`config.mk`:
```
export PLATFORM = sky130hd
export DESIGN_NAME = seven_seg_scan_ctrl
export DESIGN_NICKNAME = d
export VERILOG_FILES = /design/src/rtl/seven_seg_scan_ctrl.sv
export SDC_FILE = /design/constraint.sdc
export NUM_CORES = 1
export LEC_CHECK = 0
export CORE_ASPECT_RATIO = 1.75
export CORE_MARGIN = 2
export CORE_UTILIZATION = 30
export CTS_CLUSTER_DIAMETER = 50
export DETAILED_ROUTE_END_ITERATION = 12
export PLACE_DENSITY = 0.61
export SYNTH_ARGS = -nofsm -noshare
export SYNTH_HDL_FRONTEND = slang
export SYNTH_SLANG_ARGS = --single-unit
```
`constraint.sdc`:
```
create_clock -name i_clk -period 2 [get_ports i_clk]
set_clock_uncertainty 0.1 [all_clocks]
set_input_delay 0.2 -clock i_clk [delete_from_list [all_inputs] [get_ports i_clk]]
set_output_delay 0.2 -clock i_clk [all_outputs]
set_load 0.005 [all_outputs]
```
`src/rtl/seven_seg_scan_ctrl.sv`:
```
// seven_seg_scan_ctrl
//   Time-multiplexed 7-segment display scanner with hex decode, leading-zero
//   blanking, per-digit decimal point, PWM brightness and tear-free updates.
//
// Ports
//   i_clk       sole clock (rising edge)
//   i_rst       asynchronous active-high reset
//   i_data      4*N_DIGITS hex nibbles, digit 0 = i_data[3:0] (rightmost)
//   i_load      single-cycle strobe capturing i_data / i_dp into the pending register
//   i_dp        per-digit decimal-point request
//   i_blank_lz  enable leading-zero suppression
//   i_bright    PWM duty code, duty = (i_bright+1)/2^BRIGHT_W, sampled live
//   o_an        digit anode enables (one-hot when lit)
//   o_seg       segments {g,f,e,d,c,b,a}
//   o_dp        decimal-point segment
//   o_frame     one-cycle pulse after each frame wrap
//   o_an/o_seg/o_dp are active-low when ACTIVE_LOW=1.
module seven_seg_scan_ctrl #(
    parameter int N_DIGITS   = 4,
    parameter int CLK_DIV    = 100000,
    parameter int BRIGHT_W   = 4,
    parameter int ACTIVE_LOW = 1
) (
    input  logic                    i_clk,
    input  logic                    i_rst,
    input  logic [4*N_DIGITS-1:0]   i_data,
    input  logic                    i_load,
    input  logic [N_DIGITS-1:0]     i_dp,
    input  logic                    i_blank_lz,
    input  logic [BRIGHT_W-1:0]     i_bright,
    output logic [N_DIGITS-1:0]     o_an,
    output logic [6:0]              o_seg,
    output logic                    o_dp,
    output logic                    o_frame
);

    localparam int   PW  = (CLK_DIV  > 1) ? $clog2(CLK_DIV)  : 1;
    localparam int   IW  = (N_DIGITS > 1) ? $clog2(N_DIGITS) : 1;
    localparam logic POL = (ACTIVE_LOW != 0);

    logic [PW-1:0]           presc;
    logic [IW-1:0]           idx;
    logic [BRIGHT_W-1:0]     pwm_cnt;
    logic [4*N_DIGITS-1:0]   pend_data, disp_data;
    logic [N_DIGITS-1:0]     pend_dp, disp_dp;

    logic                    tick, wrap;
    logic [N_DIGITS-1:0]     blank;
    logic                    upper_zero;
    logic [3:0]              nib;
    logic                    sel_blank;
    logic [N_DIGITS-1:0]     an_hi;
    logic [6:0]              seg_hi;
    logic                    dp_hi;

    // Active-high {g,f,e,d,c,b,a} pattern for a hex nibble.
    function automatic logic [6:0] hex7(input logic [3:0] n);
        case (n)
            4'h0: hex7 = 7'b0111111;
            4'h1: hex7 = 7'b0000110;
            4'h2: hex7 = 7'b1011011;
            4'h3: hex7 = 7'b1001111;
            4'h4: hex7 = 7'b1100110;
            4'h5: hex7 = 7'b1101101;
            4'h6: hex7 = 7'b1111101;
            4'h7: hex7 = 7'b0000111;
            4'h8: hex7 = 7'b1111111;
            4'h9: hex7 = 7'b1101111;
            4'hA: hex7 = 7'b1110111;
            4'hB: hex7 = 7'b1111100;
            4'hC: hex7 = 7'b0111001;
            4'hD: hex7 = 7'b1011110;
            4'hE: hex7 = 7'b1111001;
            default: hex7 = 7'b1110001;
        endcase
    endfunction

    assign tick = (presc == PW'(CLK_DIV - 1));
    assign wrap = tick && (idx == IW'(N_DIGITS - 1));

    always_comb begin
        // Walk from the most significant digit down; a digit is a leading
        // zero when it and everything above it is zero. Digit 0 always shows.
        upper_zero = 1'b1;
        blank      = '0;
        for (int k = N_DIGITS - 1; k >= 0; k--) begin
            upper_zero = upper_zero && (disp_data[4*k +: 4] == 4'd0);
            blank[k]   = (k != 0) && i_blank_lz && upper_zero;
        end
        nib       = disp_data[4*idx +: 4];
        sel_blank = blank[idx];
        an_hi     = (!sel_blank && (pwm_cnt <= i_bright)) ? (N_DIGITS'(1) << idx) : '0;
        seg_hi    = sel_blank ? 7'd0 : hex7(nib);
        dp_hi     = !sel_blank && disp_dp[idx];
    end

    always_ff @(posedge i_clk or posedge i_rst) begin
        if (i_rst) begin
            presc     <= '0;
            idx       <= '0;
            pwm_cnt   <= '0;
            pend_data <= '0;
            pend_dp   <= '0;
            disp_data <= '0;
            disp_dp   <= '0;
            o_an      <= {N_DIGITS{POL}};
            o_seg     <= {7{POL}};
            o_dp      <= POL;
            o_frame   <= 1'b0;
        end else begin
            pwm_cnt <= pwm_cnt + 1'b1;
            presc   <= tick ? '0 : presc + 1'b1;
            if (tick)
                idx <= wrap ? '0 : idx + 1'b1;

            if (i_load) begin
                pend_data <= i_data;
                pend_dp   <= i_dp;
            end
            // Display only changes at the frame wrap; a load on the wrap edge
            // itself bypasses the pending register so it is not a frame late.
            if (wrap) begin
                disp_data <= i_load ? i_data : pend_data;
                disp_dp   <= i_load ? i_dp   : pend_dp;
            end

            o_frame <= wrap;
            o_an    <= an_hi  ^ {N_DIGITS{POL}};
            o_seg   <= seg_hi ^ {7{POL}};
            o_dp    <= dp_hi  ^ POL;
        end
    end

endmodule

```
==> run_results.csv, run 1 <==
group,metric,value,unit
floorplanning,start_util,0.303,
detailed_routing,drt_wl_total,7.22,mm
timing,rsz0062_at_grt,"true",
detailed_routing,met2_length,4.03,mm
worst_setup_path,crit_required,2.12,ns
cells_and_area,finalNetCount,378,
detailed_routing,drtPass1Iterations,4,
timing,finalHoldViolations,0,
run_status,status,"finished with violations",
clock_network,insertion_delay,0.34,ns
cells_and_area,diodes,0,
cells_and_area,drive_above_1_share,0.316,
yosys,postSynth.asyncResetShare,1.00,
timing,worst_pin_slew,0.393,ns
worst_setup_path,rr_endpoint,"disp_data[13]",
grt,grt_pass1_wl,12.2,mm
placement,place.gp.congestion,0.789,
cells_and_area,multi_input_area,1580,µm²
worst_setup_path,critPathBufInv,1,
pwr,vdd.ir_drop.worst,0.000414,V
clock_network,clock_path_buffers,2,
detailed_routing,drtIter0Drc,111,
yosys,ys_ff_latch,76,
run_status,violations,"negative setup slack",
worst_setup_path,rrSetupSlack,-0.02,ns
placement,place_area,4340,µm²
clock_network,cts.sinks,76,
yosys,syn_area_per_cell,13.4,µm²
cells_and_area,design_area,4660,µm²
timing,fmax,0.496,GHz
grt,track_usage,0.126,
worst_setup_path,crit_fanout,11,
placement,portBuffers,40,
worst_setup_path,cp.arrival,2.14,ns
yosys,yosysSeqAreaShare,0.532,
worst_setup_path,critPathTopFamily,"simple AND/OR/NAND/NOR gates",
run,drv_cap,0,
grt,grt_pass1_vias,2488,
pwr,p_leak,0.00206,µW
cells_and_area,final_cell_mix,"dfrtp_1 (63), clkdlybuf4s50_1 (40), mux2_2 (22), mux2_4 (19), buf_4 (19)",
pwr,p_per_area,749,nW/µm²
yosys,synth_edf_count,0,
clock_network,hold_buffers,0,
cells_and_area,layout_commonest_cell,"dfrtp_1",
clock_network,cts_tree,"yes",
yosys,synth_cell_types,39,
worst_setup_path,end_kind,"flop",
cells_and_area,area_growth,29.3,%
timing,finalCritPeriodShare,1.01,
floorplanning,coreArea,11900,µm²
worst_setup_path,slowest_delay,0.55,ns
worst_setup_path,startpoint_type,"flop",
cells_and_area,seqCellArea,1920,µm²
placement,dp_slack,-0.0235,ns
pwr,finalPower,3490,µW
floorplanning,row_count,53,
hold_path,hold_path.class,"primary input to asynchronous set/reset pin",
floorplanning,die_h,149,µm
yosys,post_synth_instance_area,3600,µm²
worst_setup_path,cpMaxStageDelayCell,"or4_4",
timing,fin_ws,-0.0181,ns
detailed_routing,ant_nets,0,
yosys,synthFlopType,"dfrtp_1",
detailed_routing,met3WireLength,236,µm
timing,drv_slew,0,
grt,overflow,0,
clock_network,clkTransAtPathRegs,0.06,ns
detailed_routing,vias,2258,
cells_and_area,fill_cells,1145,
detailed_routing,top_layer_used,"met4",
floorplanning,io_pins,41,
detailed_routing,route.detailed.drc,0,
clock_network,cts_buffers,9,
grt,grt_antenna_before_repair,0,
grt,grt_max_degree,77,
worst_setup_path,crit_type,"flop to flop",
worst_setup_path,worst_r2r_startpoint,"presc[13]",
yosys,synthCells,269,
worst_setup_path,r2r_cells,5,
floorplanning,die-area,12900,µm²
clock_network,root_buffer,"clkbuf_16",
timing,setup_viol,11,
detailed_routing,viasPerCell,4.74,
cells_and_area,fin_util,0.392,
timing,tns,-0.124,ns
clock_network,htreeDepth,3,
yosys,yosys_warnings,0,
timing,slew_headroom,0.738,
timing,min_period,2.02,ns
floorplanning,die_x,86.8,µm
detailed_routing,drt-wirelength-per-cell,15.2,µm
placement,dp_hpwl,5.35,mm
worst_setup_path,path_cells,"or4_4 > nor4_4 > and3_4 > buf_12 > mux2_4",
detailed_routing,wl_met1,2.70,mm
clock_network,cts_setup_buffers,0,
yosys,syn_nets,313,
==> synth_stat cells (2+ instances only) <==
cell	n	area share
dfrtp_1	64	0.44
mux2_2	22	0.069
mux2_4	19	0.079
ha_1	16	0.056
nand3_1	14	0.019
xor2_1	14	0.034
nand2_1	13	0.014
dfstp_2	12	0.088
nor2_1	12	0.013
inv_1	11	0.011
o211ai_1	7	0.015
mux4_2	6	0.038
o21ai_0	6	0.0083
xnor2_1	6	0.015
clkbuf_1	5	0.0052
nand4_1	5	0.0087
a21oi_1	3	0.0042
and4_1	3	0.0073
nor4_1	3	0.0052
o21a_1	3	0.0063
buf_12	2	0.011
buf_2	2	0.0028
nor3_1	2	0.0028
nor3b_1	2	0.0042
o31ai_1	2	0.0042
or3_1	2	0.0035
==> area by class of cell <==
type | count | area share
clock buffer | 10 | 0.0492
clock inverter | 6 | 0.0191
inverter | 11 | 0.00967
multi-input combinational | 173 | 0.340
sequential | 76 | 0.412
tap | 137 | 0.0368
timing repair buffer | 63 | 0.134
==> report_power, final <==
part / leakage [µW] / switching, µW / internal (µW) / total, µW
Combinational: 0.000953 / 76.7 / 96.8 / 173
Clock: 0.000149 / 634 / 1090 / 1730
Sequential: 0.000953 / 9.10 / 1580 / 1590
Total: 0.00206 / 720 / 2770 / 3490
==> sequential cells by signal, indices dropped and copies added, names as in the netlist <==
name,count
o_an,4
o_frame,1
idx,2
o_dp,1
pwm_cnt,4
disp_dp,4
disp_data,16
presc,17
pend_data,16
pend_dp,4
o_seg,7
==> repair_timing <==
action	4_1_cts	5_1_grt
gates resized for setup	0	1
endpoints found under the setup margin	16	23
pin swaps	1	0
==> how the worst max path moves through the flow <==
stage                         start             to  slack (ns)  cells past startpoint
after floorplan           presc[13]  disp_data[10]       -0.07                      5
after detailed placement  presc[13]  disp_data[13]       -0.02                      5
final                     presc[13]  disp_data[13]       -0.02                      5
after global routing      presc[13]   disp_data[8]       -0.12                      5
after CTS                 presc[13]  disp_data[13]       -0.03                      5
after global placement    presc[13]   disp_data[7]      -0.002                      5
==> per-layer routing <==
metal  up-vias  global-route usage
met5         -                   0
met2        39               0.226
met4         0              0.0789
met1      1125               0.127
li1       1082                   -
met3        12              0.0288
==> cells by family (layout without fill, tap and decap cells) <==
group,count (synthesis),in the layout,share of synthesized area
mux,48,48,0.188
buf+inv,20,90,0.0306
flops,76,76,0.532
simple gates,66,66,0.102
xor+xnor,20,20,0.0486
compound gates,23,23,0.0427
fa+ha+maj,16,16,0.0556
==> through the flow <==
stage | hold slack [ns] | instances
global placement | 0.363 | 460
global route | 0.271 | 476
floorplan | 0.264 | 269
finish | 0.224 | 476
CTS | 0.243 | 476
detailed placement | 0.368 | 460
==> worst register-to-register path, delay by kind of cell (launching register included) <==
family,cells,cell delay (ns)
AND/OR/NAND/NOR,3,0.97
flip-flops,1,0.37
multiplexers,1,0.31
buffers and inverters,1,0.16
Power figures use the tool's default switching activity.
==> run 2, diff against run 1 <==
Settings changed: HOLD_SLACK_MARGIN from default to 0.15, SLEW_MARGIN from default to 25.
==> results of run 2 <==
Final layout, timing and power as in run 1 (identical DEF).
==> RTL edit 1, RTL diff (flow settings as in run 2) <==
`N_DIGITS`: 4 -> 2. Comments in the files are not updated.
--- a/src/rtl/seven_seg_scan_ctrl.sv
+++ b/src/rtl/seven_seg_scan_ctrl.sv
@@ -16,7 +16,7 @@
 //   o_frame     one-cycle pulse after each frame wrap
 //   o_an/o_seg/o_dp are active-low when ACTIVE_LOW=1.
 module seven_seg_scan_ctrl #(
-    parameter int N_DIGITS   = 4,
+    parameter int N_DIGITS   = 2,
     parameter int CLK_DIV    = 100000,
     parameter int BRIGHT_W   = 4,
     parameter int ACTIVE_LOW = 1
Ports: changed (resized i_data, i_dp and o_an); port bits go from 41 to 29. No check against the original RTL was run, so the function may have changed too.
==> RTL edit 1 against run 2 <==
- the run still ends with negative setup slack left
- sequential power down 28%
- clock power decreased by 49%
- total power fell by 36%
- wire length fell by 30%
- cell area down 31%
- sequential cell count shrank 23
- maximum frequency rose by 0.52%
- synthesized area fell by 31%
- worst setup slack improved by 0.010 ns
- count of clock-buffer cells in the layout shrank 4
- highest routed layer unchanged
==> RTL edit 1: results (changes against run 2) <==
clk_lat worst skew=0.29 ns (was 0.34 ns); # setup viols final=5 (was 11); CTS clock-pin slew for the worst setup and hold paths=0.07 ns; level count of the clock H-tree=2 (was 3); # port buffers=28 (was 40); Worst Tran Pin Value=0.564 ns (was 0.393 ns); worst vdd rail ir drop=0.387 mV (was 0.414 mV); switching power=0.000488 W (was 0.000720 W); DRT met1 WL=1960 µm (was 2700 µm); DRT Wirelength=5080 µm (was 7220 µm); total half-perimeter wirelength after legalization and detailed placement=3790 µm (was 5350 µm); met3 usage in global routing=2.91% (was 2.88%); number of buffers created by CTS=5 (was 9); via count of the first global-routing pass=1757 (was 2488); leading register cell type out of synthesis=dfrtp_1 (unchanged); routability cong.=0.882 (was 0.789); final worst-path setup slack=-0.00768 ns (was -0.0181 ns); commonest cells in the netlist=dfrtp_1, mux2_2, ha_1, nand2_1, xnor2_1 (was dfrtp_1, mux2_2, mux2_4, ha_1); Worst Setup Path Type=flip-flop to flip-flop (unchanged); Starting DRT DRC Count=81 (was 111); layout net count=282 (was 378); pin count of the biggest net entering global routing=54 (was 77); proportion of synthesized chip area in sequential cells=53.7% (was 53.2%); net count after synthesis=230 (was 313); CTS Root Cell=clkbuf_16 (unchanged); ratio of cells with drive above 1 in the final layout=28.9% (was 31.6%); met1 track demand over resource=14.0% (was 12.7%); number of vias in the routed layout=1711 (was 2258); count of fill cells added during filler insertion=793 (was 1145); reg2reg start=presc[12]$_DFF_PP0_ (was presc[13]$_DFF_PP0_); total track usage=12.6% (about the same); result of the run=finished with violations (unchanged); arrival time of data at the critical path endpoint=2.08 ns (was 2.14 ns); largest registers=presc: 17 flops, disp_data: 8 flops, pend_data: 8 flops (was presc: 17 flops, disp_data: 16 flops, pend_data: 16 flops); total met3 wirelength after detailed routing=190 µm (was 236 µm); endpoint of the worst-slack reg-to-reg timing path=disp_dp[1]$_DFFE_PP0P_ (was disp_data[13]$_DFFE_PP0P_); most area-consuming cells after synthesis=dfrtp_1, dfstp_2, mux2_2 (was dfrtp_1, dfstp_2, mux2_4); violated checks=negative setup slack (unchanged); cell leakage power=1.45 nW (was 2.06 nW); global-route met2 utilization=21.8% (was 22.6%); peak fanout along the critical path=5 (was 11); sum of met2 wire segment lengths after detailed routing=2760 µm (was 4030 µm); distinct cell type count of the synthesized netlist=38 (was 39)
RTL edit 1: cell types whose count changed in the layout (fill, tap and decap cells not counted), sizes merged, moves of 4 or more:
cell,change
ha,-4
mux4,-6
clkbuf,-4
nand3,-7
xnor2,+5
mux2,-17
clkdlybuf4s50,-12
xor2,-7
dfrtp,-21
RTL edit 1: how the worst min path moves through the flow:
stage                                     from                      to  slack (ns)  cells after the start
after floorplan                      i_data[6]  pend_data[6]$_DFF_PP0_        0.27                      1
after global placement    pwm_cnt[3]$_DFF_PP0_    pwm_cnt[3]$_DFF_PP0_        0.37                      1
after detailed placement  pwm_cnt[0]$_DFF_PP0_    pwm_cnt[0]$_DFF_PP0_        0.38                      1
after CTS                                i_rst       o_frame$_DFF_PP0_        0.19                      3
after global routing                     i_rst    pwm_cnt[0]$_DFF_PP0_        0.22                      3
final                                    i_rst    pwm_cnt[0]$_DFF_PP0_        0.18                      3
RTL edit 1: cell families (layout without fill, tap and decap cells):
kind of cell | Yosys count | in the layout | share of synthesized area (%)
simple gates | 59 | 59 | 13.5
flops | 53 | 53 | 53.7
mux | 28 | 28 | 13.8
xor+xnor | 18 | 18 | 6.32
compound gates | 17 | 17 | 4.36
buf+inv | 13 | 66 | 2.31
fa+ha+maj | 12 | 12 | 6.02
RTL edit 1: power groups by stage:
stage | logic, W | registers, W | clock network (W)
floorplan | 0.000105 | 0.00116 | 0
global placement | 0.000205 | 0.00116 | 0
detailed placement | 0.000206 | 0.00116 | 0
CTS | 0.000207 | 0.00115 | 0.000916
global route | 0.000225 | 0.00115 | 0.000956
finish | 0.000202 | 0.00114 | 0.000882
RTL edit 1: through the flow:
| step | instance area [µm²] | instances | setup WS (ns) | setup TNS, ns | hold WS [ns] |
|---|---|---|---|---|---|
| 4_1_cts | 3200 | 344 | -0.0172 | -0.0956 | 0.185 |
| 5_1_grt | 3210 | 345 | -0.0868 | -0.719 | 0.217 |
| 2_1_floorplan | 2500 | 200 | -0.0955 | -0.859 | 0.265 |
| 3_3_place_gp | 3030 | 335 | 0.00704 | 0 | 0.370 |
| 3_5_place_dp | 3030 | 335 | -0.0201 | -0.149 | 0.381 |
| 6_report | 3210 | 345 | -0.00768 | -0.0208 | 0.178 |
RTL edit 1: repair_timing:
item                       4_1_cts  5_1_grt
setup endpoints to repair       10       13
hold endpoints to repair         0        0
gates resized for setup          3        2
buffers inserted                 1        1
pin swaps                        3        2
RTL edit 1: area by class of cell:
class                   instances  share of cell area (%)
inverters                       8                   0.936
repair buffers                 50                    14.5
flip-flops and latches         53                    41.8
clock buffers                   6                    4.33
multi-input cells             134                    34.4
clock inverters                 2                   0.429
well taps                      92                    3.59
==> RTL edit 2, RTL diff (flow settings as in run 2) <==
Without the edit above. Make the reset (`i_rst`) synchronous in one clocked block. Comments in the files are not updated.
--- a/src/rtl/seven_seg_scan_ctrl.sv
+++ b/src/rtl/seven_seg_scan_ctrl.sv
@@ -94,7 +94,7 @@
         dp_hi     = !sel_blank && disp_dp[idx];
     end
 
-    always_ff @(posedge i_clk or posedge i_rst) begin
+    always_ff @(posedge i_clk) begin
         if (i_rst) begin
             presc     <= '0;
             idx       <= '0;
Function: differs if i_rst is asserted again (counterexample within 4 cycles, from zero or initial values and one cycle with i_rst high); with i_rst held inactive, the same outputs for 10 cycles.
==> RTL edit 2 against run 2 <==
- sequential cell count is the same
- hold slack better by 0.13 ns
- combinational power increased by 26%
- highest routed layer unchanged
- clock power is 8% lower
- worst setup slack better by 0.16 ns
- total power is 2.7% lower
- cell area down 7.6%
- wire length decreased by 9.0%
- synthesized cell count increased by 29%
- largest power group unchanged
- synthesized area shrank 4.3%
- utilization shrank 0.71 points
==> RTL edit 2: results (changes against run 2) <==
pin count of the biggest net entering global routing=41 (was 77); level count of the clock H-tree=3 (unchanged); arrival time of data at the critical path endpoint=2.04 ns (was 2.14 ns); logic depth of the worst register-to-register path=8 (was 5); cell type of the slowest stage on the worst timing path=mux4_2 (was or4_4); total track usage=11.6% (was 12.6%); global-route wire length before repair=11500 µm (was 12200 µm); distinct cell type count of the synthesized netlist=42 (was 39); routability cong.=0.847 (was 0.789); Max clock buf depth=2 (unchanged); net count after synthesis=390 (was 313); total half-perimeter wirelength after legalization and detailed placement=4890 µm (was 5350 µm); proportion of synthesized chip area in sequential cells=44.1% (was 53.2%); Worst Setup SP=idx[0]$_SDFFE_PP0P_ (was presc[13]$_DFF_PP0_); result of the run=completed (was finished with violations); commonest cells in the netlist=dfxtp_1, nor2_1, mux2i_1, a211oi_2 (was dfrtp_1, mux2_2, mux2_4, ha_1); leading register cell type out of synthesis=dfxtp_1 (was dfrtp_1); diode insertion count for antenna repair=0 (unchanged); antenna violations before repair=0 (unchanged); quantity of hold-fixing buffers added after cts=1 (was 0); ratio of cells with drive above 1 in the final layout=15.7% (was 31.6%); flop-to-flop setup slack=0.14 ns (was -0.02 ns); length of the first detailed-routing pass in iterations=4 (unchanged); Starting DRT DRC Count=89 (was 111); endpoint of the worst-slack reg-to-reg timing path=o_seg[3]$_SDFF_PP1_ (was disp_data[13]$_DFFE_PP0P_); most area-consuming cells after synthesis=dfxtp_1, a211oi_2, nor2_1 (was dfrtp_1, dfstp_2, mux2_4); Worst path top cell family by delay=multiplexers (was simple AND/OR/NAND/NOR gates); cell leakage power=1.62 nW (was 2.06 nW); CP endpoint=o_seg[3]$_SDFF_PP1_ (was disp_data[13]$_DFFE_PP0P_); Worst Tran Pin Value=0.334 ns (was 0.393 ns); layout net count=433 (was 378); reg2reg start=idx[0]$_SDFFE_PP0P_ (was presc[13]$_DFF_PP0_); post-place instance area=3990 µm² (was 4340 µm²); post-DR wirelength/cell=12.5 µm (was 15.2 µm); worst min-delay path class=flip-flop to flip-flop (was input port to async pin); count of fill cells added during filler insertion=1093 (was 1145); delay of the slowest cell on the worst path=0.57 ns (was 0.55 ns); share of synthesized registers carrying an async set or reset=0% (was 100%); via count of the first global-routing pass=2542 (was 2488); worst vdd rail ir drop=0.427 mV (was 0.414 mV); detail-routed via count per cell=4.67 (was 4.74); peak fanout along the critical path=6 (was 11); launch instance of the worst min-delay path=pwm_cnt[0]$_SDFF_PP0_
-- RTL edit 2: cell count changes after synthesis, sizes merged, moves of 4 or more --
cell	delta
a211oi	+20
buf	+12
dfrtp	-64
dfstp	-12
dfxtp	+76
mux2	-39
mux2i	+21
nand2	+5
nand3	+4
nor2	+55
o211ai	-5
-- RTL edit 2: power by group --
group | switching [W] | total, W | internal (W) | leakage (nW)
clock | 0.000568 | 0.00160 | 0.00104 | 0.144
combinational | 0.0000997 | 0.000218 | 0.000118 | 0.858
sequential | 0.0000169 | 0.00157 | 0.00156 | 0.621
-- RTL edit 2: final cells by class --
class | count | area [µm²] | area share, %
well taps | 132 | 165 | 3.84
clock buffers | 15 | 268 | 6.22
repair buffers | 52 | 513 | 11.9
inverters | 13 | 48.8 | 1.13
flip-flops and latches | 76 | 1530 | 35.4
clock inverters | 1 | 30.0 | 0.698
multi-input cells | 237 | 1750 | 40.7
-- RTL edit 2: layer usage --
layer  track usage, %  up-vias  share of wire, %
met3             2.55       14               2.8
met2             20.0       42                52
met4             6.75        0               2.8
li1                 -     1269                 -
met5                0        -                 0
met1             13.0     1131                42
-- RTL edit 2: per-stage QoR --
stage | util (%) | setup WS (ns) | std cells | hold WS, ns
floorplan | - | 0.0701 | 346 | 0.279
global placement | 35.7 | -0.0283 | 509 | 0.342
detailed placement | 35.7 | -0.0428 | 509 | 0.354
CTS | 38.5 | 0.0426 | 526 | 0.366
global route | 38.5 | 0.00000466 | 526 | 0.394
finish | 38.5 | 0.138 | 526 | 0.358
-- RTL edit 2: cells by family after synthesis --
group,count (synthesis),synth area share (%)
compound gates,40,10.9
xor+xnor,19,4.83
fa+ha+maj,16,5.81
buf+inv,33,5.08
flops,76,44.1
mux,29,10.3
simple gates,133,18.9
